## src/rtl/prefetch_pkg.sv

```systemverilog
// Shared types and constants for the instruction prefetch controller.
package prefetch_pkg;

  typedef enum logic [1:0] {
    IDLE  = 2'd0,
    RUN   = 2'd1,
    STALL = 2'd2
  } state_e;

  localparam logic [31:0]  INSTR_ALIGN_MASK = 32'hFFFF_FFFC;
  localparam int unsigned  PC_INCR          = 4;

endpackage

```

## src/rtl/prefetch_ctrl.sv

```systemverilog
// Instruction prefetch controller: issues OBI fetches, feeds the instruction FIFO,
// tags popped words with their PC. Optional perf counters: PREFETCH_PERF_CNT_EN.
module prefetch_ctrl
  import prefetch_pkg::*;
#(
  parameter int unsigned XLEN            = 32,
  parameter int unsigned FIFO_SIZE       = 4,
  parameter int unsigned MAX_OUTSTANDING = 2
) (
  input  logic            clk_i,
  input  logic            rst_ni,
  input  logic            fetch_en_i,
  input  logic            redirect_i,
  input  logic [XLEN-1:0] redirect_addr_i,
  output logic            instr_req_o,
  output logic [XLEN-1:0] instr_addr_o,
  input  logic            instr_gnt_i,
  input  logic            instr_rvalid_i,
  input  logic [XLEN-1:0] instr_rdata_i,
  output logic            fifo_flush_o,
  output logic            fifo_push_o,
  output logic [XLEN-1:0] fifo_wdata_o,
  output logic            fifo_pop_o,
  input  logic            pop_req_i,
  output logic            out_valid_o,
  output logic [XLEN-1:0] out_pc_o,
  output logic [31:0]     perf_stall_o,
  output logic [31:0]     perf_discard_o
);

  localparam int unsigned CW = $clog2(FIFO_SIZE + 1);
  localparam int unsigned SW = CW + 1;

  state_e          state_q, state_d;
  logic [XLEN-1:0] req_addr_q, req_addr_d;
  logic [XLEN-1:0] redir_addr_q, redir_addr_d;
  logic            redir_pend_q, redir_pend_d;
  logic [XLEN-1:0] pop_pc_q, pop_pc_d;
  logic [XLEN-1:0] out_pc_q, out_pc_d;
  logic            out_valid_q, out_valid_d;
  logic [CW-1:0]   occ_q, occ_d;
  logic [CW-1:0]   outst_q, outst_d;
  logic [CW-1:0]   disc_q, disc_d;

  logic            req_pending_c;
  logic            gnt_acc_c;
  logic            drop_rsp_c;
  logic            push_c;
  logic            pop_c;
  logic            credit_ok_c;
  logic [SW-1:0]   credit_sum_c;
  logic [XLEN-1:0] redirect_pc_c;

  always_comb begin
    req_pending_c = (state_q == RUN);
    gnt_acc_c     = req_pending_c & instr_gnt_i;
    drop_rsp_c    = instr_rvalid_i & (disc_q != '0);
    push_c        = instr_rvalid_i & (disc_q == '0) & ~redirect_i;
    // FIFO forwards data_i on push+pop, so pairing them is only legal when empty
    pop_c         = pop_req_i & ~redirect_i &
                    (((occ_q != '0) & ~push_c) | ((occ_q == '0) & push_c));
    redirect_pc_c = redirect_addr_i & ~XLEN'(~INSTR_ALIGN_MASK);
  end

  // Counters: occupancy, in-flight requests, responses still to be thrown away
  always_comb begin
    outst_d = outst_q + CW'(gnt_acc_c) - CW'(instr_rvalid_i);

    occ_d = occ_q;
    if (redirect_i)            occ_d = '0;
    else if (push_c && !pop_c) occ_d = occ_q + CW'(1);
    else if (pop_c && !push_c) occ_d = occ_q - CW'(1);

    if (redirect_i) disc_d = outst_d;
    else            disc_d = disc_q + CW'(gnt_acc_c & redir_pend_q) - CW'(drop_rsp_c);

    credit_sum_c = SW'(occ_d) + SW'(outst_d);
    credit_ok_c  = (credit_sum_c < SW'(FIFO_SIZE)) && (outst_d < CW'(MAX_OUTSTANDING));
  end

  // Fetch and pop address tracking; an ungranted request keeps its address
  always_comb begin
    req_addr_d   = req_addr_q;
    redir_addr_d = redir_addr_q;
    redir_pend_d = redir_pend_q;
    pop_pc_d     = pop_pc_q;
    out_pc_d     = out_pc_q;
    out_valid_d  = pop_c;

    if (redirect_i) redir_addr_d = redirect_pc_c;

    if (redirect_i && req_pending_c && !instr_gnt_i) begin
      redir_pend_d = 1'b1;
    end else if (redirect_i) begin
      req_addr_d   = redirect_pc_c;
      redir_pend_d = 1'b0;
    end else if (gnt_acc_c) begin
      req_addr_d   = redir_pend_q ? redir_addr_q : req_addr_q + XLEN'(PC_INCR);
      redir_pend_d = 1'b0;
    end

    if (redirect_i) pop_pc_d = redirect_pc_c;
    else if (pop_c) pop_pc_d = pop_pc_q + XLEN'(PC_INCR);

    if (pop_c) out_pc_d = pop_pc_q;
  end

  // Request FSM
  always_comb begin
    state_d = state_q;
    case (state_q)
      IDLE: begin
        if (fetch_en_i && credit_ok_c && !redirect_i) state_d = RUN;
      end
      RUN: begin
        if (instr_gnt_i) begin
          if (!credit_ok_c)     state_d = STALL;
          else if (!fetch_en_i) state_d = IDLE;
        end
      end
      STALL: begin
        if (!fetch_en_i)      state_d = IDLE;
        else if (credit_ok_c) state_d = RUN;
      end
      default: state_d = IDLE;
    endcase
  end

  always_ff @(posedge clk_i or negedge rst_ni) begin
    if (!rst_ni) begin
      state_q      <= IDLE;
      req_addr_q   <= '0;
      redir_addr_q <= '0;
      redir_pend_q <= 1'b0;
      pop_pc_q     <= '0;
      out_pc_q     <= '0;
      out_valid_q  <= 1'b0;
      occ_q        <= '0;
      outst_q      <= '0;
      disc_q       <= '0;
    end else begin
      state_q      <= state_d;
      req_addr_q   <= req_addr_d;
      redir_addr_q <= redir_addr_d;
      redir_pend_q <= redir_pend_d;
      pop_pc_q     <= pop_pc_d;
      out_pc_q     <= out_pc_d;
      out_valid_q  <= out_valid_d;
      occ_q        <= occ_d;
      outst_q      <= outst_d;
      disc_q       <= disc_d;
    end
  end

  assign instr_req_o  = (state_q == RUN);
  assign instr_addr_o = req_addr_q;
  assign fifo_flush_o = redirect_i;
  assign fifo_push_o  = push_c;
  assign fifo_wdata_o = instr_rdata_i;
  assign fifo_pop_o   = pop_c;
  assign out_valid_o  = out_valid_q;
  assign out_pc_o     = out_pc_q;

`ifdef PREFETCH_PERF_CNT_EN
  logic [31:0] perf_stall_q, perf_stall_d;
  logic [31:0] perf_disc_q, perf_disc_d;

  // Saturating event counters, cleared only by reset
  always_comb begin
    perf_stall_d = perf_stall_q;
    perf_disc_d  = perf_disc_q;
    if ((state_q == STALL) && fetch_en_i && (perf_stall_q != '1)) perf_stall_d = perf_stall_q + 32'd1;
    if (drop_rsp_c && (perf_disc_q != '1))                          perf_disc_d  = perf_disc_q + 32'd1;
  end

  always_ff @(posedge clk_i or negedge rst_ni) begin
    if (!rst_ni) begin
      perf_stall_q <= '0;
      perf_disc_q  <= '0;
    end else begin
      perf_stall_q <= perf_stall_d;
      perf_disc_q  <= perf_disc_d;
    end
  end

  assign perf_stall_o   = perf_stall_q;
  assign perf_discard_o = perf_disc_q;
`else
  assign perf_stall_o   = '0;
  assign perf_discard_o = '0;
`endif

endmodule

```

## config.mk

```make
export PLATFORM = sky130hd
export DESIGN_NAME = prefetch_ctrl
export DESIGN_NICKNAME = d
export VERILOG_FILES = /design/src/rtl/prefetch_pkg.sv /design/src/rtl/prefetch_ctrl.sv
export SDC_FILE = /design/constraint.sdc
export NUM_CORES = 1
export LEC_CHECK = 0
export BUFFER_PORTS_ARGS = -buffer_cell sky130_fd_sc_hd__buf_4
export CAP_MARGIN = 20
export CORE_ASPECT_RATIO = 0.7
export CORE_UTILIZATION = 40
export DETAILED_ROUTE_END_ITERATION = 8
export HOLD_SLACK_MARGIN = 0.05
export PLACE_DENSITY = 0.76
export REMOVE_ABC_BUFFERS = 1
export SLEW_MARGIN = 10
export SYNTH_ARGS = -nofsm -noshare
export SYNTH_HDL_FRONTEND = slang
export SYNTH_SLANG_ARGS = --single-unit
```

## constraint.sdc

```tcl
create_clock -name clk_i -period 3.9 [get_ports clk_i]
set_clock_uncertainty 0.05 [all_clocks]
set_input_delay 0.195 -clock clk_i [delete_from_list [all_inputs] [get_ports clk_i]]
set_output_delay 0.195 -clock clk_i [all_outputs]
set_load 0.02 [all_outputs]
```

==> results.txt <==
----------------------------------------------------
[Status]
  Result of the run ... complete, no violations

[Synthesis]
  Synth Area in Compound Gates ... 0.174
  Post-Syn Instances ... roughly 880
  Primary FF master, synth ... dfrtp_1
  Simple-Gate Fraction of Synth Area ... 0.193
  Xor/xnor share of the synthesized area ... 0.0289
  Yosys reg bits ... 133
  Arithmetic-cell share of the synthesized area counting full adders, half adders and majority gates ... 0.0228
  Sequential area share after synthesis ... 0.427
  Synthesized area divided by synthesized cell count ... roughly 8.9 um2
  Largest family of logic cells by synthesized area ... simple AND/OR/NAND/NOR gates
  Netlist cell types ... between 70 and 80
  Post-synthesis instance area ... ~7800 um2
  Synth async-reset ratio ... 1.00
  EDFF count, synth ... 0
  Yosys synthesis warning count ... 0
  Mux cell area share after synthesis ... 0.0125

[Timing]
  Pin slew with the least headroom to its limit ... approximately 1100 ps
  Min Tclk post-route ... 3380 ps
  Number of setup violations in the final report ... 0
  Summed negative setup slack over all endpoints ... 0 ps
  Hold Vio Cnt, Final ... 0
  Final count of pins violating max slew ... 0
  Max-Slew Margin vs Limit ... 0.285
  RSZ-0062 raised after global routing ... no
  Peak clock frequency supported by timing ... approximately 0.30 GHz
  Post-route fraction of the period consumed by the critical path ... 0.867

[Routing]
  Remaining antenna violation count ... 0
  Detailed Route WL ... 22100 um
  Post-DR wirelength/cell ... approximately 18 um
  Violation count after the first detailed-route iteration ... 694
  First-pass detailed-route iteration total ... 6
  Avg Vias per Cell ... roughly 5.5
  Drt drc ... 0
  Detailed-route via count ... 6754

[GRT]
  Wire length of the first global-routing pass ... between 30000 and 40000 um
  Antenna violations before repair ... 0
  Vias in the first global route ... about 6300
  Maximum number of pins on one net before global-route repair ... 78
  Gr ovfl total ... 0
  Total routing resource utilization after global routing ... 0.225

[Critical path]
  Endpoint kind of the worst setup timing path ... register
  Setup crit start kind ... register
  Flop2flop setup slack ... just over 500 ps
  Critical Setup Path Class ... reg2reg
  Arrival time reported for the critical path endpoint ... roughly 3700 ps
  Crit path required time ... around 4200 ps
  Worst-path maximum fanout ... 6

[Final layout]
  Most common cell after layout, fill and taps aside ... nand2_1
  Most frequent cells in the layout ... 163 x nand2_1, 133 x dfrtp_1, 108 x buf_4
  Multi-input logic area ... about 3600 um2
  Filler instances ... 1772
  Number of standard cells in the final layout excluding fillers ... ~1200
  Sequential Area ... 3330 um2
  Synthesis-to-finish area growth ... 17.2%
  Fraction of layout cells with a size suffix above 1 ... 0.168
  # diodes ... 0
  Fin nets ... between 1000 and 1500

[CTS]
  Insertion delay of the later-clocked pin in the worst-skew pair ... slightly above 400 ps
  Number of setup buffers added after CTS ... 0
  Number of buffers inserted during clock tree synthesis ... 17
  Deepest level of the CTS H-tree ... 4
  Total of cells resized after clock tree synthesis ... 0
  Clock tree from TritonCTS ... built
  Clock transition at path regs ... roughly 60 ps
  Cell at the root of the clock tree ... clkbuf_16
  Maximum number of buffers from clock root to sink ... 2
  CTS sink count ... 133

[Power]
  Logic pwr share ... 0.367
  Portion of total power attributed to sequential cells ... 0.364
  Power per cell area ... around 660 nW/um2
  Internal power consumption ... about 3.7 mW
  Leak ... 4.21 nW
  Peak supply drop ... ~0.37 mV
  Reported net switching power ... ~2.4 mW
  Clock Power Share ... 0.269
  Overall power ... around 6 mW
  Switching part of the total ... 0.393

[Die]
  Overall die area ... ~20000 um2
  Floorplan die height ... 119 um
  Floorplan row count ... 42
  Die extent in x ... around 170 um
  Top-level port count ... ~240
  Initial Utilization ... 0.410
  Core outline area ... between 15000 and 20000 um2

[Flow run]
  Max capacitance violation total ... 0

[Place]
  GPL Wtd Cong ... just under 0.9
  Detailed-placement wirelength estimate ... between 15000 and 20000 um
  Post-Place Cells ... 1175
  Count of buffers from port buffering ... between 100 and 150

[Min path]
  Worst min path class ... in2reg

----------------------------------------------------
## worst paths after layout
check / endpoint / startpoint / depth (start not counted)
min in group asynchronous: instr_addr_o[18] / rst_ni / 2
max reg2reg: state_q[0] / state_q[1] / 13
max in group asynchronous: out_pc_o[2] / rst_ni / 3
max: state_q[0] / state_q[1] / 13
min: redir_addr_q[8] / redirect_addr_i[8] / 3
min reg2reg: out_pc_o[24] / out_pc_o[24] / 2
## worst max-delay path: stages, from the launching register on
cell and delay [ps]:
dfrtp_1 440, nand3b_1 320, ha_1 340, inv_1 50
ha_1 120, inv_1 40, fa_1 370, xor3_1 430
ha_1 290, nor2_1 70, nor4b_1 330, nand2_1 110
nor3_1 190, o211a_1 150
## state kept, by name (all words and copies together) (netlist names)
signal and count:
instr_addr_o 30, redir_pend_q 1, occ_q 3, out_pc_o 30
redir_addr_q 30, out_valid_o 1, state_q 2, disc_q 3
pop_pc_q 30, outst_q 3
## cell usage after synthesis, types with 7 or more instances
| cell type | number | area, um2 |
|---|---|---|
| xor2_1 | 7 | 61.3 |
| dfrtp_1 | 133 | 3330 |
| o211ai_1 | 22 | 165 |
| o22ai_1 | 8 | 50.1 |
| o21ai_0 | 67 | 335 |
| buf_1 | 7 | 26.3 |
| buf_2 | 7 | 35.0 |
| a21oi_1 | 23 | 115 |
| inv_1 | 39 | 146 |
| o21ai_1 | 7 | 35.0 |
| nor3_1 | 8 | 40.0 |
| o311ai_1 | 13 | 114 |
| buf_4 | 102 | 766 |
| xnor2_1 | 16 | 140 |
| ha_1 | 11 | 138 |
| and3_1 | 15 | 93.8 |
| and4_1 | 12 | 105 |
| nand4_1 | 9 | 56.3 |
| nor2_1 | 35 | 131 |
| clkbuf_1 | 23 | 86.3 |
| nand2_1 | 163 | 612 |
| nand3_1 | 28 | 140 |
| a31oi_1 | 13 | 81.3 |
## layout make-up
type,count,share of cell area
multi-input combinational,628,0.397
timing repair buffer,137,0.121
clock inverter,12,0.0171
clock buffer,19,0.0474
inverter,41,0.0169
tap,264,0.0362
sequential,133,0.365
## cells by family (layout without fill, tap and decap cells)
| group | Yosys count | in the layout |
|---|---|---|
| AO/OA/AOI/OAI | 202 | 202 |
| XOR/XNOR | 24 | 24 |
| adder cells (fa/ha/maj) | 13 | 13 |
| buffers and inverters | 182 | 209 |
| flip-flops | 133 | 133 |
| multiplexers | 9 | 9 |
| other | 1 | 68 |
| AND/OR/NAND/NOR | 312 | 312 |
## through the flow
stage	area [um2]	hold slack (ps)	worst slack [ps]	util
after floorplan	7100	-151	896	-
after global placement	8260	174	671	0.435
after detailed placement	8260	180	553	0.435
after CTS	9130	50.0	525	0.481
after global routing	9130	70.3	244	0.481
final	9130	63.2	517	0.481
## power by group through the flow
stage          clock, mW  combinational, mW  sequential, mW
2_1_floorplan          0               1.01            2.44
3_5_place_dp           0               2.18            2.20
6_report            1.62               2.21            2.19
4_1_cts             1.64               2.22            2.18
5_1_grt             1.70               2.43            2.25
3_3_place_gp           0               2.12            2.18
## what timing repair did
| item | CTS | global route |
|---|---|---|
| endpoints found under the setup margin | 0 | 0 |
| hold buffers | 28 | 0 |
| endpoints found under the hold margin | 108 | 0 |
## routing by layer
metal,part of all wire,GRT usage
met1,0.46,0.333
met2,0.43,0.324
met3,0.10,0.0573
met4,0.0057,0.0472
met5,0,0.0153
Power figures use the tool's default switching activity.
